===== src/rtl/if_fetch_stage.sv =====
// rtl/if_fetch_stage.sv - instruction fetch stage: PC, next-PC select, imem req/ack, one-entry buffer
module if_fetch_stage #(
  parameter logic [31:0] RESET_PC = 32'h00000000
) (
  input  logic        clk,
  input  logic        rst,
  input  logic        stall,
  input  logic        redirect,
  input  logic [31:0] redirect_pc,
  output logic        imem_req,
  output logic [31:0] imem_addr,
  input  logic        imem_ack,
  input  logic [31:0] imem_rdata,
  output logic [31:0] ir,
  output logic [31:0] pc_4,
  output logic        ir_valid
);

  typedef enum logic {FETCH, DISCARD} state_t;

  state_t      state;
  logic [31:0] pc;
  logic [31:0] target;
  logic        pending;

  logic [31:0] redirect_aligned;
  logic [31:0] pc_next4;
  logic        take;
  logic        in_flight;

  assign redirect_aligned = redirect_pc & 32'hFFFF_FFFC;
  assign pc_next4         = pc + 32'd4;
  assign take             = imem_req & imem_ack;
  assign in_flight        = imem_req & ~imem_ack;
  assign imem_addr        = pc & 32'hFFFF_FFFC;

  // An unanswered request keeps req high regardless of stall, so the memory sees a stable handshake.
  always_comb begin
    imem_req = 1'b0;
    if (!rst) begin
      if (state == DISCARD || pending)
        imem_req = 1'b1;
      else
        imem_req = ~ir_valid | ~stall;
    end
  end

  always_ff @(posedge clk or posedge rst) begin
    if (rst) begin
      state    <= FETCH;
      pc       <= RESET_PC;
      target   <= 32'h0;
      pending  <= 1'b0;
      ir       <= 32'h0;
      pc_4     <= 32'h0;
      ir_valid <= 1'b0;
    end else begin
      pending <= in_flight;
      case (state)
        FETCH: begin
          if (redirect) begin
            ir       <= 32'h0;
            pc_4     <= 32'h0;
            ir_valid <= 1'b0;
            if (in_flight) begin
              target <= redirect_aligned;
              state  <= DISCARD;
            end else begin
              pc <= redirect_aligned;
            end
          end else if (take) begin
            ir       <= imem_rdata;
            pc_4     <= pc_next4;
            pc       <= pc_next4;
            ir_valid <= 1'b1;
          end else if (ir_valid && !stall) begin
            ir       <= 32'h0;
            pc_4     <= 32'h0;
            ir_valid <= 1'b0;
          end
        end
        DISCARD: begin
          // A redirect arriving together with the ack still wins over the older target.
          if (redirect)
            target <= redirect_aligned;
          if (take) begin
            pc    <= redirect ? redirect_aligned : target;
            state <= FETCH;
          end
        end
        default: state <= FETCH;
      endcase
    end
  end

endmodule

===== config.mk =====
export PLATFORM = sky130hd
export DESIGN_NAME = if_fetch_stage
export DESIGN_NICKNAME = d
export VERILOG_FILES = /design/src/rtl/if_fetch_stage.sv
export SDC_FILE = /design/constraint.sdc
export NUM_CORES = 1
export LEC_CHECK = 0
export CAP_MARGIN = 20
export CELL_PAD_IN_SITES_DETAIL_PLACEMENT = 1
export CELL_PAD_IN_SITES_GLOBAL_PLACEMENT = 1
export CORE_MARGIN = 2
export CORE_UTILIZATION = 38
export DETAILED_ROUTE_END_ITERATION = 16
export GPL_ROUTABILITY_DRIVEN = 0
export MAX_ROUTING_LAYER = met4
export PLACE_DENSITY_LB_ADDON = 0.1
export SYNTH_ARGS = -nofsm -noshare
export SYNTH_HDL_FRONTEND = slang
export SYNTH_SLANG_ARGS = --single-unit

===== constraint.sdc =====
create_clock -name clk -period 5.1 [get_ports clk]
set_clock_uncertainty 0.2 [all_clocks]
set_input_delay 0.51 -clock clk [delete_from_list [all_inputs] [get_ports clk]]
set_output_delay 0.51 -clock clk [all_outputs]
set_load 0.01 [all_outputs]

-- After elaboration in Yosys (flattened, before gate mapping)
Index checks and enable logic that the tools add are counted.
- $add $sub $neg: 1
- equal/unequal tests: 5
- multiplexer cells: 23
- bitwise gates (word level): 7
- reduce and logical (&&, ||, !) cells: 7
- operator list (cell ; count):
    $mux 32 ; 12
    $pmux 32 s2 ; 2
    $add 32x3->32 const B ; 1
    $mux 1 ; 8
    $ne 3x3->1 const B ; 2
    $ne 2x2->1 const B ; 2
    $not 1->1 ; 4
    $reduce_and 2->1 ; 2
    $reduce_and 3->1 ; 1
    $reduce_bool 3->1 ; 1
    $and 1x1->1 ; 2
    $ne 2x1->1 const B ; 1
    $pmux 1 s2 ; 1
    $logic_and 1x1->1 ; 1
    $logic_not 1->1 ; 1
    $logic_or 1x1->1 ; 1
    $or 1x1->1 ; 1
- register bits: 131
- input port bits: 69
- output and inout bits: 98
- logic and storage cells: 50

-- Longest topological paths before layout
- depth in word-level cells: 8
- gate-level depth with buffers: 7
- depth with buffers taken out: 6

-- Least setup slack after synthesis
No wires, ideal clock.
- path type: input to register
- from: in rst
- to: reg pc[14]
- setup time: 0.130 ns
- data arrival time: 4.295 ns
- data required time: 4.770 ns
- slack: 0.475 ns
- stages: 6
- path buffers: 2
- cells stage by stage: inv_1 > a211o_1 > and2_1 > buf_2 > clkbuf_1 > o2bb2ai_1
- longest elaborated chain between the ends: 4
- elaborated cells on any way between the ends: 7
- those cells by class: eq/ne: 3; mux: 1; bitwise: 2; reduce/logical: 1
- ends and longest elaborated chain (element ; line ; source):
    start, declared ; 6 ; input logic rst,
    $mux 1 * ; 40 ; if (!rst) begin
    $and 1x1->1 (on tied branches) ; 34, 33 ;
    $ne 3x3->1 (no line) or $ne 2x1->1 (tied branches) ; n/a ;
    $reduce_and 3->1 (no line) * ; n/a ;
    end signal, assigned ; 69 ; pc <= redirect_aligned;
    end signal, assigned ; 74 ; pc <= pc_next4;
    end signal, assigned ; 87 ; pc <= redirect ? redirect_aligned : target;
    end, declared ; 22 ; logic [31:0] pc;
Every way passes the cells marked *; elsewhere a longest branch is shown, timed or not.
A chain may end at the register's enable or synchronous reset.

-- Worst setup path in the final report
- from: reg state
- to: out imem_req
- longest elaborated chain between the ends: 3
- ends and longest elaborated chain (element ; line ; source):
    start, declared ; 21 ; state_t state;
    start signal, assigned ; 50 ; state <= FETCH;
    start signal, assigned ; 67 ; state <= DISCARD;
    start signal, assigned ; 88 ; state <= FETCH;
    $logic_or 1x1->1 ; 41 ; if (state == DISCARD || pending)
    $mux 1 ; 41 ;
    $mux 1 ; 40 ;
    end, declared ; 10 ; output logic imem_req,
No other way between the ends.

==> flow_summary.ini <==
[synth]
syn_inst = 631
avgSynthCellArea_sq_um = 10.2
synth-main-ff-cell = dfrtp_1
synth_area_leaders = dfrtp_1 (51%), mux2_2 (5.4%), a22o_1 (4.9%)
async_flop_share_pct = 100
yosys_warnings = 0
synth.most_common_cell = dfrtp_1
synth-edff-count = 0
synth_top_area_share_pct = 50.8
synth_cell_types = 56
synth_area_sq_mm = 0.00645
yosys-top-cells-count = dfrtp_1 (131), nand2_1 (78), o21ai_0 (61), a22o_1 (36), buf_4 (36)
synth_area_leader_cell = dfrtp_1
ys_ff_latch = 131
synth-seq-area-share_pct = 50.8

[routing]
drc = 0
via_per_inst = 5.49
routed_wl_mm = 20.5
wl_per_cell_um = 20.8
drt_first_iter_violations = 259
vias = 5416
ant_nets = 0
first_pass_iters = 4

[timing]
slew_headroom_pct = 32.0
tns_ns = 0
hold_violations = 0
worst_pin_slew_ns = 1.02
period_minus_slack_ns = 3.34
fin_crit_sh_pct = 65.5
setup_violations = 0
fmax_mhz = 299
rsz0062_at_grt = no
report.final.slew_viol_count = 0

[die]
die_h_um = 134
num_rows = 47
die_w_um = 134
start_util_pct = 38.9
die_area_sq_mm = 0.0180
io_pins = 167
core_area_sq_mm = 0.0166

[clock_tree]
hold_buffers = 0
cts_buffers = 17
clk_pin_slew_ns = 0.05
ctsResizeCount = 0
clk_root_buffer_cell = clkbuf_16
numClockSinks = 131
post_cts.repair.setup_buffers = 0
htreeDepth = 4
cts_tree = done
clockBufferDepth = 2
insertion_delay_ns = 0.42

[worst_setup_path]
crit_required_ns = 4.39
crit_path_start_kind = flop
slowest_stage = dfrtp_1
critical_path.top_delay_family = buffers and inverters
crit_buf_inv = 2
worst_path_largest_cell_delay_ns = 0.72
critical_path_class = reg2out
arrival_ns = 2.63
cp_cell_sequence = buf_4, and4bb_2, nor2_1, clkdlybuf4s50_1
path_max_fanout = 25
endpoint_kind = primary output

[global_routing]
grt_start_max_net_pins = 83
grtUsageTotal_pct = 24.4
grt_overflow_total = 0
antenna_found_initial = 0
grt_pass1_wl_mm = 33.1
grt_pass1_vias = 5934

[finish]
final_area_sq_mm = 0.00874
diodes = 0
layout-drive-gt1-share_pct = 12.0
area_delta_synth_final_pct = 35.5
fin_nets = 824

[placed_design]
place_hpwl_mm = 13.9
placed_cell_area_sq_mm = 0.00803
numPortBuffers = 162

[hold_path]
holdCritPathClass = reg2reg

[run]
max_cap_viol_count = 0

[power]
p_per_area_mw_per_mm2 = 413
p_leak_uw = 0.00361
peakVddDrop_uv = 238

[outcome]
status = finished clean
[placed cells by master, fill, tap and decap left out, drive strengths merged, types with 5 or more instances in the layout]
cell           instances
a21oi                 30
bufinv                 5
buf                   15
dfrtp                131
a22o                  36
nand3                  9
clkbuf                23
o2bb2ai               12
nor3                  10
nor2                  29
o21ai                 69
nand4                  9
nand2                 78
and4                   5
mux2                  31
inv                    9
and3                  15
nor4                   7
xnor2                 26
clkdlybuf4s50        161
[tightest hold or removal path: stages, from the launching register on]
cell	delay (ns)
dfrtp_1	0.34
nand2_1	0.04
o21ai_0	0.06
[final cells by class]
type	count	area [sq um]
repair buffers	176	1760
fillers	1809	7840
flip-flops and latches	131	3280
clock buffers	23	478
well taps	220	275
inverters	10	40.0
multi-input cells	418	2730
clock inverters	9	175
[routing by layer]
layer,vias to the layer above,GRT usage [%],part of all wire [%]
met5,-,-,0
met4,0,5.96,1.1
met3,18,4.91,3.5
met2,129,40.8,52
met1,2782,30.5,44
li1,2487,-,-
[final timing paths]
check	startpoint	endpoint	slack (ns)	depth (start not counted)
worst max register to register	state	pc_4[20]	1.99	6
min in group asynchronous	rst	pc[3]	0.51	3
worst min register to register	pc_4[4]	pc_4[4]	0.28	2
worst max-delay path	state	imem_req	1.76	4
max in group asynchronous	rst	target[18]	2.83	5
worst min-delay path	pc_4[4]	pc_4[4]	0.28	2
[sequential cells by signal (all words and copies together), names as in the netlist]
register  cells
target       32
state         1
ir_valid      1
pc           32
ir           32
pending       1
pc_4         32
[metrics by stage]
| stage | hold WS, ns | cells | setup WS [ns] | util, % | total power [uW] |
|---|---|---|---|---|---|
| after floorplan | 0.254 | 632 | 0.475 | - | 1900 |
| after global placement | 0.265 | 953 | 1.68 | 48.4 | 2230 |
| after detailed placement | 0.273 | 953 | 1.54 | 48.4 | 2270 |
| after CTS | 0.286 | 985 | 1.57 | 52.4 | 3650 |
| after global routing | 0.318 | 987 | 1.60 | 52.7 | 3790 |
| final | 0.277 | 987 | 1.76 | 52.7 | 3610 |
[where the power goes]
group	internal [uW]	switching (uW)	total [uW]
logic	450	413	862
clock network	905	451	1360
registers	1200	190	1390
total	2560	1050	3610
[logic make-up (layout without fill, tap and decap cells)]
family | after synthesis | after routing | share of synthesized area, %
other | 1 | 2 | 0.0581
muxes | 33 | 33 | 5.72
adders and majority gates | 1 | 1 | 0.194
xor gates and xnor gates | 28 | 28 | 3.80
AOI/OAI and AO/OA | 182 | 182 | 18.9
DFF | 131 | 131 | 50.8
buffers and inverters | 83 | 218 | 7.17
and+or+nand+nor | 172 | 172 | 13.3
Note: power is estimated with default switching activity, not from simulation.
